--- src/rtl/mram_serial_bridge.sv ---
// Serial-to-parallel bridge for an asynchronous MRAM: shifts in address/data LSB first,
// runs a fixed-length strobe access, and serialises read data. Optional burst: MRAM_BURST_EN.
module mram_serial_bridge #(
    parameter int DATA_W   = 16,
    parameter int ADDR_W   = 20,
    parameter int WAIT_CYC = 3
) (
    input  logic              clk,
    input  logic              rst,
    input  logic              start,
    input  logic              read_write_sel,
    input  logic [1:0]        byte_sel,
    input  logic              addr_in,
    input  logic              data_in,
    input  logic [DATA_W-1:0] parallel_data_in,
`ifdef MRAM_BURST_EN
    input  logic [7:0]        burst_len,
`endif
    output logic [ADDR_W-1:0] addr_out,
    output logic [DATA_W-1:0] data_out,
    output logic              ser_data_out,
    output logic              chip_en,
    output logic              write_en,
    output logic              out_en,
    output logic              lower_byte_en,
    output logic              upper_byte_en,
    output logic              busy,
    output logic              done
);

    localparam int CNT_MAX0 = (ADDR_W > DATA_W) ? ADDR_W : DATA_W;
    localparam int CNT_MAX  = (CNT_MAX0 > WAIT_CYC) ? CNT_MAX0 : WAIT_CYC;
    localparam int CNT_W    = $clog2(CNT_MAX + 1);

    localparam logic [CNT_W-1:0] ADDR_LAST = CNT_W'(ADDR_W - 1);
    localparam logic [CNT_W-1:0] DATA_LAST = CNT_W'(DATA_W - 1);
    localparam logic [CNT_W-1:0] WAIT_LAST = CNT_W'(WAIT_CYC - 1);

    typedef enum logic [2:0] {
        IDLE,
        SHIFT_ADDR,
        SHIFT_DATA,
        ACCESS,
        SHIFT_OUT,
        DONE
    } state_t;

    state_t            state;
    logic [CNT_W-1:0]  cnt;
    logic              rw_q;
    logic [1:0]        bsel_q;
    logic [DATA_W-1:0] rd_shift;
    // {chip_en, write_en, out_en, lower_byte_en, upper_byte_en}
    logic [4:0]        strb;
    logic              last_word;

    assign {chip_en, write_en, out_en, lower_byte_en, upper_byte_en} = strb;

    // With no byte lane selected the access still takes its time slot but touches nothing.
    function automatic logic [4:0] access_strobes(input logic rw, input logic [1:0] bs);
        logic en;
        en = |bs;
        return {~en, ~(en & rw), ~(en & ~rw), ~bs[0], ~bs[1]};
    endfunction

`ifdef MRAM_BURST_EN
    logic [7:0] words_left;
    logic       word_end;

    assign word_end  = (state == ACCESS && cnt == WAIT_LAST && rw_q) ||
                       (state == SHIFT_OUT && cnt == DATA_LAST);
    assign last_word = (words_left <= 8'd1);

    always_ff @(posedge clk) begin
        if (!rst) begin
            words_left <= 8'd0;
        end else if (state == IDLE && start) begin
            words_left <= (burst_len == 8'd0) ? 8'd1 : burst_len;
        end else if (word_end && !last_word) begin
            words_left <= words_left - 8'd1;
        end
    end
`else
    assign last_word = 1'b1;
`endif

    always_ff @(posedge clk) begin
        if (!rst) begin
            state        <= IDLE;
            cnt          <= '0;
            rw_q         <= 1'b0;
            bsel_q       <= 2'b00;
            rd_shift     <= '0;
            strb         <= 5'b11111;
            addr_out     <= '0;
            data_out     <= '0;
            ser_data_out <= 1'b0;
            busy         <= 1'b0;
            done         <= 1'b0;
        end else begin
            done <= 1'b0;
            case (state)
                IDLE: begin
                    if (start) begin
                        state  <= SHIFT_ADDR;
                        cnt    <= '0;
                        rw_q   <= read_write_sel;
                        bsel_q <= byte_sel;
                        busy   <= 1'b1;
                    end
                end

                SHIFT_ADDR: begin
                    addr_out <= {addr_in, addr_out[ADDR_W-1:1]};
                    if (cnt == ADDR_LAST) begin
                        cnt <= '0;
                        if (rw_q) begin
                            state <= SHIFT_DATA;
                        end else begin
                            state <= ACCESS;
                            strb  <= access_strobes(rw_q, bsel_q);
                        end
                    end else begin
                        cnt <= cnt + CNT_W'(1);
                    end
                end

                SHIFT_DATA: begin
                    data_out <= {data_in, data_out[DATA_W-1:1]};
                    if (cnt == DATA_LAST) begin
                        cnt   <= '0;
                        state <= ACCESS;
                        strb  <= access_strobes(rw_q, bsel_q);
                    end else begin
                        cnt <= cnt + CNT_W'(1);
                    end
                end

                ACCESS: begin
                    if (cnt == WAIT_LAST) begin
                        cnt  <= '0;
                        strb <= 5'b11111;
                        if (!rw_q) begin
                            // Bit 0 goes straight to the pin; the rest wait in rd_shift.
                            state        <= SHIFT_OUT;
                            ser_data_out <= parallel_data_in[0];
                            rd_shift     <= parallel_data_in >> 1;
                        end else if (last_word) begin
                            state <= DONE;
                            done  <= 1'b1;
                        end else begin
                            state    <= SHIFT_DATA;
                            addr_out <= addr_out + ADDR_W'(1);
                        end
                    end else begin
                        cnt <= cnt + CNT_W'(1);
                    end
                end

                SHIFT_OUT: begin
                    if (cnt == DATA_LAST) begin
                        cnt          <= '0;
                        ser_data_out <= 1'b0;
                        if (last_word) begin
                            state <= DONE;
                            done  <= 1'b1;
                        end else begin
                            state    <= ACCESS;
                            addr_out <= addr_out + ADDR_W'(1);
                            strb     <= access_strobes(rw_q, bsel_q);
                        end
                    end else begin
                        cnt          <= cnt + CNT_W'(1);
                        ser_data_out <= rd_shift[0];
                        rd_shift     <= rd_shift >> 1;
                    end
                end

                DONE: begin
                    state <= IDLE;
                    busy  <= 1'b0;
                end

                default: begin
                    state <= IDLE;
                    busy  <= 1'b0;
                    strb  <= 5'b11111;
                end
            endcase
        end
    end

endmodule
--- config.mk ---
export PLATFORM = sky130hd
export DESIGN_NAME = mram_serial_bridge
export DESIGN_NICKNAME = d
export VERILOG_FILES = /design/src/rtl/mram_serial_bridge.sv
export SDC_FILE = /design/constraint.sdc
export NUM_CORES = 1
export LEC_CHECK = 0
export BUFFER_PORTS_ARGS = -buffer_cell sky130_fd_sc_hd__buf_2
export CAP_MARGIN = 20
export CORE_MARGIN = 4
export CORE_UTILIZATION = 54
export CTS_CLUSTER_SIZE = 28
export DETAILED_ROUTE_END_ITERATION = 6
export PLACE_DENSITY = 0.79
export SLEW_MARGIN = 5
export SYNTH_ARGS = -nofsm -noshare
export SYNTH_HDL_FRONTEND = slang
export SYNTH_SLANG_ARGS = --single-unit
--- constraint.sdc ---
create_clock -name clk -period 2.2 [get_ports clk]
set_clock_uncertainty 0.1 [all_clocks]
set_input_delay 0.22 -clock clk [delete_from_list [all_inputs] [get_ports clk]]
set_output_delay 0.22 -clock clk [all_outputs]
set_load 0.03 [all_outputs]
==> results.md, run 1 <==
* Status: finished clean
* TritonCTS Buffers at 9
* Number of flops mapped to enable cells by yosys at 0
* Crit-path max FO at 15
* Gr usage total at between 10% and 20%
* N_diodes at 0
* Hold Startpoint: byte_sel[1]
* Vias per cell at roughly 5.4
* Critical path class: reg2reg
* Clock tree root driver cell: clkbuf_8
* # clock sinks at 70
* Die ar. at slightly below 7000 um^2
* Setup TNS Final at 0 ps
* Largest net degree at the start of global routing at 30
* Syn_nets at just under 400
* Final GP Congestion at 0.838
* CTS tree: yes
* FF-to-FF Start: cnt[0]
* 1st-pass router iterations at 4
* Resize count post-CTS at 0
* DP Wirelength at approximately 4600 um
* Clock latency on the worst-skew pair at ~340 ps
* Power density cells at around 670 nW/um^2
* Hold Buf Count CTS at 0
* RSZ-0062 raised after global routing: false
* Period minus WS final at 2070 ps
* Share of layout cells above drive strength 1 at a little over a quarter
* Mapped Cells at roughly 370
* Core area at approximately 5500 um^2
* Average size of a mapped cell at between 8 and 9 um^2
* Worst EP required at 2350 ps
* RR Endpoint: rd_shift[2]
* Setup crit start kind: register
* Fin. Hold Viols at 0
* Initial core utilization at ~56%
* Worst Hold Endpoint: bsel_q[1]
* Post-synth top area cell: dfxtp_1
* Slew Limit Fails at 0
* HP Class: in2reg
* Setup slack at placement at ~83 ps
* Buffers on Ports at 67
* Vias in the first global route at approximately 2,500
* Remaining Overflow, GRT at 0
* Residual DRC at 0
* Layout area overhead at 22.3%
* Share of the synthesized area in the top cell type at between 40 and 50%
* WL final at roughly 6800 um
* Row Count at 27
* Fin worst setup slack at 132 ps
* Hold path cells at 3
* Slew headroom at about 64%
* Worst hold slack at between 15 and 20 ps
* Die W at approximately 83 um
* Yosys warns at 0
* Total number of vias at about 2,800
* IO Count at around 70
* First-pass GRT wire length at approximately 12,000 um
* Critical Path AT at between 2000 and 2500 ps
* Slew @ Worst Pin at 532 ps
* Die H at 83.3 um
* Netlist cell types at between 40 and 50
* Max Cap Viol at 0
* Routed Antenna Nets at 0
* Max VDD drop at roughly 0.42 mV
* Synth async-reset ratio at 0%
* H-tree depth at 3
* Final Util at between 60% and 70%
* DR WL/cell at around 13 um
* R2R depth at 7
* Dominant synthesized flop cell: dfxtp_1
* Drt initial violations at 131
* Multi-input logic area at ~1500 um^2
* Cell area after synthesis at between 3000 and 4000 um^2
* Critical path capture point type: register
* R2R Setup Slk at roughly 130 ps
* FMAX at approximately 0.48 GHz
* Synth Register Bits at 70
* Largest cells by area after synthesis: dfxtp_1 (46%), nand2_1 (13%), a21oi_1 (8.2%)
* Final Setup Violations at 0
* Post-CTS setup buffer count at 0
* Register Area at about 1400 um^2
* Seq/Total Area, Yosys at a little under half
* Max clock buf depth at 2
* Clock Pin Slew Worst Setup and Hold Paths at 80 ps
* Initial antenna violation count at 0
* Fillers at between 400 and 500
* P_leak at roughly 1.5 nW
* Crit share post-route at between 90% and 100%
* Fin nets at roughly 470
[logic make-up after synthesis]
kind of cell / Yosys count / synth area share (%)
xor gates and xnor gates: 2 / 0.573
DFF: 70 / 45.8
buffers and inverters: 30 / 4.46
and+or+nand+nor: 166 / 23.9
adders and majority gates: 5 / 2.05
muxes: 6 / 2.00
AOI/OAI and AO/OA: 89 / 21.2
[layout make-up]
type	count	share of cell area [%]
clock buffer	10	3.68
clock inverter	6	1.84
inverter	7	0.703
multi-input combinational	268	40.8
sequential	70	37.5
tap	72	2.41
timing repair buffer	82	13.1
[placed cells by master, fill, tap and decap left out, drive strengths merged, types with 2 or more instances in the layout]
master and instances:
a21oi 50, o32ai 2, o211ai 2, or3b 3
dfxtp 70, mux2i 5, o21ai 8, nor3 8
o22ai 4, buf 81, nand2 105, a311oi 14
nor4b 3, nor2b 3, xor2 2, ha 5
clkinv 3, nor2 27, inv 8, clkbuf 11
nand3 7, and2 2
[synthesized netlist by cell type (2+ instances only)]
library cell	number
nand2_1	105
mux2i_1	5
inv_1	6
or3b_2	3
nor2b_1	3
a21oi_1	50
nor3_1	7
o21ai_0	8
nor2_1	27
o211ai_1	2
ha_1	5
o22ai_1	4
buf_6	3
clkbuf_1	18
xor2_1	2
nand3_1	7
nor4b_1	3
a311oi_2	14
dfxtp_1	70
[worst max path at each step]
stage,from,end,slack (ps),depth (start not counted)
floorplan,cnt[0],rd_shift[0],260,7
global placement,cnt[0],rd_shift[8],180,7
detailed placement,cnt[0],rd_shift[1],80,7
CTS,cnt[0],rd_shift[1],80,7
global route,cnt[0],rd_shift[10],1,7
finish,cnt[0],rd_shift[2],130,7
[flip-flops by register name, indices dropped and copies added (netlist names)]
| name | cells |
|---|---|
| bsel_q | 2 |
| data_out | 16 |
| addr_out | 20 |
| rw_q | 1 |
| done | 1 |
| ser_data_out | 1 |
| cnt | 5 |
| state | 3 |
| strb | 5 |
| busy | 1 |
| rd_shift | 15 |
[where the power goes]
part	internal [W]	switching [W]
logic	0.0000582	0.0000949
registers	0.00128	0.0000158
clock network	0.000560	0.000500
total	0.00190	0.000610
[worst max-delay path, cell delays in order, from the launching register on]
cell and delay, ps:
dfxtp_1 340, inv_1 80, ha_1 150, or4b_4 500, o32ai_4 330, buf_12 190
nor2_1 50, a311oi_2 240
[routing by layer]
layer / global-route usage (%) / up-vias / part of all wire (%)
met5: 0 / - / 0
met4: 5.79 / 0 / 0.91
met3: 4.96 / 5 / 4.6
met2: 32.6 / 60 / 48
met1: 25.3 / 1298 / 46
li1: - / 1406 / -
[per-stage QoR]
| stage | instance area (um^2) | cells | total power (W) |
|---|---|---|---|
| after floorplan | 3060 | 368 | 0.00142 |
| after global placement | 3510 | 498 | 0.00147 |
| after detailed placement | 3510 | 498 | 0.00148 |
| after CTS | 3710 | 514 | 0.00253 |
| after global routing | 3740 | 515 | 0.00262 |
| final | 3740 | 515 | 0.00251 |
Note: power is estimated with default switching activity, not from simulation.
==> inputs of run 2 (changes only) <==
PLACE_DENSITY = 0.8   (was 0.79)
==> results.md, run 2 (same netlist as run 1, synthesis figures left out) <==
* Max reg flops at 20 (unchanged)
* Slew headroom at 60.4% (-3.8 points)
* # clock sinks at 70 (unchanged)
* Design Power at 0.00242 W (-3.6%)
* P_leak at 1.47 nW (-0.42%)
* Worst-path cell chain: inv_1 > ha_1 > or4b_4 > o32ai_4 > buf_12 > nor2_1 > a311oi_2
* CP top delay family: simple AND/OR/NAND/NOR gates
* FF-to-FF Start: cnt[0]
* DP Wirelength at 4740 um (+3.4%)
* Setup TNS Final at 0 ps (unchanged)
* Largest net degree at the start of global routing at 33 (+10%)
* Layout area overhead at 21.6%
* Metal1 wirelength at 3070 um (-2.0%)
* Met3 wire length at 317 um (+1.3%)
* Worst path max stage delay at 500 ps (about the same)
* Routed Antenna Nets at 0 (unchanged)
* R2R Setup Slk at 150 ps (+20 ps)
* Max VDD drop at 0.468 mV (+11%)
* Final GP Congestion at 0.843 (+0.60%)
* WL final at 6910 um (+1.6%)
* Residual DRC at 0 (unchanged)
* N_diodes at 0 (unchanged)
* DR WL/cell at 13.4 um (+1.2%)
* H-tree depth at 3 (unchanged)
* Vias per cell at 5.44 (+1.1%)
* Drt initial violations at 97 (-26%)
* RSZ-0062 raised after global routing: false
* Highest routed layer: met4
* Fin nets at 469 (+0.43%)
* Slew @ Worst Pin at 589 ps (+57.1 ps)
* Final Setup Violations at 0 (unchanged)
* Cell area after layout at 3720 um^2 (-0.57%)
* Area after DPL at 3500 um^2 (-0.14%)
* Worst EP required at 2340 ps (about the same)
* Most frequent cells in the layout: nand2_1 (105), dfxtp_1 (70), buf_2 (67), a21oi_1 (50), nor2_1 (27)
* Commonest non-fill, non-tap cell in the layout: nand2_1
* Top flop regs: addr_out (20), data_out (16), rd_shift (15)
* Initial core utilization at 55.5% (unchanged)
* Die W at 83.3 um (unchanged)
* Remaining Overflow, GRT at 0 (unchanged)
* First-pass GRT wire length at 11,700 um (+1.6%)
* Metal2 WL at 3410 um (+3.7%)
* Initial antenna violation count at 0 (unchanged)
* Fin. Hold Viols at 0 (unchanged)
* Setup slack at placement at 94.2 ps (+11.6 ps)
* Worst hold slack at 25.3 ps (+7.11 ps)
* Die H at 83.3 um (unchanged)
* Hold Startpoint: read_write_sel
* CTS tree: yes
* Reg with most FFs: addr_out
* CP Buf/Inv Count at 2 (unchanged)
* Period minus WS final at 2050 ps (-20.8 ps)
* Clock latency on the worst-skew pair at 330 ps (about the same)
* Worst Hold Endpoint: rw_q
* Hold path cells at 3 (unchanged)
* Slew Limit Fails at 0 (unchanged)
* Critical path capture point type: register
* Power density cells at 650 nW/um^2 (-3.0%)
* CP max-delay cell: or4b_4
* Die ar. at 6930 um^2 (unchanged)
* Max Cap Viol at 0 (unchanged)
* Vias in the first global route at 2,593 (+3.3%)
* Gr usage total at 20.1% (+0.40 points)
* Row Count at 27 (unchanged)
* Core area at 5510 um^2 (unchanged)
* Crit-path max FO at 15 (unchanged)
* Crit share post-route at 93.0% (-0.95 points)
* Critical path class: reg2reg
* TritonCTS Buffers at 9 (unchanged)
* Total number of vias at 2,810 (+1.5%)
* IO Count at 68 (unchanged)
* Buffers on Ports at 67 (unchanged)
* RR Endpoint: rd_shift[2]
* FMAX at 0.489 GHz (+1.0%)
* HP Class: in2reg
* Critical Path AT at 2190 ps (-30 ps)
* Hold Buf Count CTS at 0 (unchanged)
* R2R depth at 7 (unchanged)
* Fin worst setup slack at 153 ps (+20.8 ps)
* 1st-pass router iterations at 4 (unchanged)
* Max clock buf depth at 2 (unchanged)
* Status: finished clean
* Clock Pin Slew Worst Setup and Hold Paths at 70 ps (about the same)
* Setup crit start kind: register
* Clock tree root driver cell: clkbuf_8
* Share of layout cells above drive strength 1 at 27.0% (-0.35 points)
## run 2: changes by cell type in the layout (fill, tap and decap cells not counted), sizes merged
cell,previous run,this run
clkinv,3,2
clkbuf,11,13
inv,8,7
buf,81,83
## run 2: layer usage
layer	up-vias	GRT usage [%]
met5	-	0
met4	0	7.88
met3	10	4.37
met2	60	32.8
met1	1332	25.8
li1	1408	-
## run 2: cell type report
| class | instances | area [um^2] |
|---|---|---|
| Sequential cell | 70 | 1400 |
| Clock inverter | 4 | 47.5 |
| Fill cell | 464 | 1790 |
| Clock buffer | 12 | 135 |
| Timing Repair Buffer | 84 | 493 |
| Inverter | 7 | 26.3 |
| Tap cell | 72 | 90.1 |
| Multi-Input combinational cell | 268 | 1530 |
## run 2: how the worst max path moves through the flow
stage / cells after the start / from / slack (ps) / to
after floorplan: 7 / cnt[0] / 260 / rd_shift[0]
after global placement: 7 / cnt[0] / 180 / rd_shift[6]
after detailed placement: 7 / cnt[0] / 90 / rd_shift[8]
after CTS: 7 / cnt[0] / 30 / rd_shift[2]
after global routing: 7 / cnt[0] / 50 / rd_shift[2]
final: 7 / cnt[0] / 150 / rd_shift[2]
## run 2: repair_timing
item,4_1_cts,5_1_grt
resized for setup,0,0
setup buffers,0,1
endpoints found under the setup margin,0,11
## run 2: metrics by stage
stage                     cells  util (%)
after floorplan             368         -
after global placement      499      63.6
after detailed placement    499      63.6
after CTS                   515      66.9
after global routing        517      67.5
final                       517      67.5
## run 2: worst register-to-register path, delay by kind of cell, from the launching register on
kind            cells  cell delay, ps
flops               1             330
fa+ha+maj           1             150
simple gates        2             570
compound gates      2             540
buf+inv             2             260
## run 2: power breakdown
part | total, W | internal, W | switching, W
registers | 0.00129 | 0.00128 | 0.0000159
logic | 0.000150 | 0.0000559 | 0.0000939
clock network | 0.000973 | 0.000521 | 0.000451
total | 0.00242 | 0.00186 | 0.000561
==> inputs of run 3 (changes only) <==
CORE_MARGIN = not set   (was 4)
REMOVE_ABC_BUFFERS = 1   (was not set)
==> results.md, run 3 (same netlist as run 1, synthesis figures left out) <==
* Slew headroom at 59.7% (-0.70 points)
* Sequential power share at 48.4% (-5.2 points)
* CP max-delay cell: or4b_4
* DR WL/cell at 13.0 um (-2.8%)
* Reg with most FFs: addr_out
* Final Util at 68.9% (+1.4 points)
* Critical Path AT at 2220 ps (+30 ps)
* Clock tree root driver cell: clkbuf_8
* Total number of vias at 2,804 (-0.21%)
* Drt initial violations at 91 (-6.2%)
* Power share of the combinational group at 5.7% (-0.5 points)
* Gr usage total at 23.4% (+3.3 points)
* Row Count at 27 (unchanged)
* Vias per cell at 5.46 (+0.37%)
* Status: finished clean
* Residual DRC at 0 (unchanged)
* Slew @ Worst Pin at 599 ps (+10.4 ps)
* DP Wirelength at 4510 um (-4.7%)
* Clock share of power at 46.0% (+5.8 points)
* N_diodes at 0 (unchanged)
* CP Buf/Inv Count at 2 (unchanged)
* CTS tree: yes
* Fin. Hold Viols at 0 (unchanged)
* Crit-path max FO at 15 (unchanged)
* Period minus WS final at 2080 ps (+34.2 ps)
* WL final at 6680 um (-3.4%)
* Max clock buf depth at 2 (unchanged)
* Hold Buf Count CTS at 0 (unchanged)
* Initial antenna violation count at 0 (unchanged)
* Power density cells at 710 nW/um^2 (+9.2%)
* Critical path class: reg2reg
* Placed Cells at 498 (-0.20%)
* # clock sinks at 70 (unchanged)
* Share of layout cells above drive strength 1 at 26.9% (-0.043 points)
* Remaining Overflow, GRT at 0 (unchanged)
* Net Sw Frac at 21.0% (-2.2 points)
* Worst-path cell chain: inv_1 > ha_1 > or4b_4 > o32ai_4 > buf_12 > nor2_1 > a311oi_2
* Switching power at 0.000562 W (+0.14%)
* Metal2 WL at 3210 um (-5.9%)
* Buffers on Ports at 67 (unchanged)
* Slew Limit Fails at 0 (unchanged)
* Initial core utilization at 55.9% (+0.34 points)
* Commonest non-fill, non-tap cell in the layout: nand2_1
* Highest routed layer: met4
* Register Area at 1400 um^2 (unchanged)
* Crit share post-route at 94.6% (+1.6 points)
* P_leak at 1.49 nW (+1.5%)
* Critical path capture point type: register
* Worst path max stage delay at 510 ps (about the same)
* 1st-pass router iterations at 4 (unchanged)
* Die H at 77.3 um (-7.2%)
* Metal1 wirelength at 3030 um (-1.3%)
* Die W at 77.3 um (-7.2%)
* Met3 wire length at 352 um (+11%)
* Final GP Congestion at 0.869 (+3.0%)
* HP Class: in2reg
* Die ar. at 5970 um^2 (-14%)
* Multi-input logic area at 1530 um^2 (unchanged)
* First-pass GRT wire length at 11,200 um (-4.4%)
* Final Setup Violations at 0 (unchanged)
* Core area at 5470 um^2 (-0.61%)
* Clock Pin Slew Worst Setup and Hold Paths at 80 ps (about the same)
* FMAX at 0.480 GHz (-1.6%)
* Layout area overhead at 23.3%
* Top flop regs: addr_out (20), data_out (16), rd_shift (15)
* Max Cap Viol at 0 (unchanged)
* Fillers at 464 (unchanged)
* Max VDD drop at 0.388 mV (-17%)
* CP top delay family: simple AND/OR/NAND/NOR gates
* Vias in the first global route at 2,569 (-0.93%)
* Most frequent cells in the layout: nand2_1 (105), dfxtp_1 (70), buf_2 (67), a21oi_1 (50), nor2_1 (27)
* IO Count at 68 (unchanged)
* Final non-filler cell total at 514 (-0.58%)
* Fin nets at 467 (-0.43%)
* Setup crit start kind: register
* Largest net degree at the start of global routing at 34 (+3.0%)
* Int Pwr at 0.00211 W (+14%)
* RSZ-0062 raised after global routing: false
* TritonCTS Buffers at 9 (unchanged)
* Clock latency on the worst-skew pair at 330 ps (about the same)
* Max reg flops at 20 (unchanged)
* Worst EP required at 2340 ps (about the same)
* H-tree depth at 3 (unchanged)
* Routed Antenna Nets at 0 (unchanged)
run 3: cell types whose count changed in the layout (fill, tap and decap cells not counted), sizes merged:
cell / delta
clkinv: -1
clkinvlp: -1
clkbuf: -1
bufinv: +2
buf: -2
run 3: worst min-delay path: cells and delay by family:
kind,cells,cell delay (ps)
buffers and inverters,1,90
AOI/OAI and AO/OA,1,50
and+or+nand+nor,1,40
run 3: final cells by class:
class,count,share of cell area (%)
clock buffer,11,3.75
clock inverter,4,2.52
inverter,7,0.697
multi-input combinational,268,40.5
sequential,70,37.2
tap,72,2.39
timing repair buffer,82,13.0
run 3: worst paths after layout:
path,depth (start not counted),endpoint,slack [ps],from
min reg2reg,2,data_out[4],360,data_out[5]
min,3,data_out[15],10,data_in
max,7,rd_shift[9],120,cnt[0]
max reg2reg,7,rd_shift[9],120,cnt[0]
run 3: stage by stage:
stage | setup slack [ps] | hold WS (ps) | instance area [um^2] | total power [W] | setup TNS (ps)
after floorplan | -238 | 192 | 2950 | 0.00141 | -3260
after global placement | 172 | 338 | 3510 | 0.00147 | 0
after detailed placement | 87.7 | 359 | 3510 | 0.00147 | 0
after CTS | 75.7 | 3.44 | 3740 | 0.00269 | 0
after global routing | 24.3 | 21.0 | 3770 | 0.00277 | 0
final | 119 | 13.0 | 3770 | 0.00268 | 0
run 3: power by group through the flow:
stage          clock network (W)   logic, W  registers [W]
5_1_grt                  0.00131   0.000168        0.00130
3_5_place_dp                   0   0.000151        0.00132
2_1_floorplan                  0  0.0000776        0.00133
3_3_place_gp                   0   0.000149        0.00132
4_1_cts                  0.00125   0.000152        0.00129
6_report                 0.00123   0.000152        0.00129
run 3: metal layers:
layer | track usage [%] | up-vias
met4 | 7.55 | 0
li1 | - | 1403
met2 | 39.2 | 77
met1 | 28.4 | 1315
met5 | 0 | -
met3 | 7.02 | 9
run 3: timing repair:
item / 4_1_cts / 5_1_grt
endpoints found under the setup margin: 0 / 4
resized for setup: 0 / 0
buffers inserted: 0 / 0
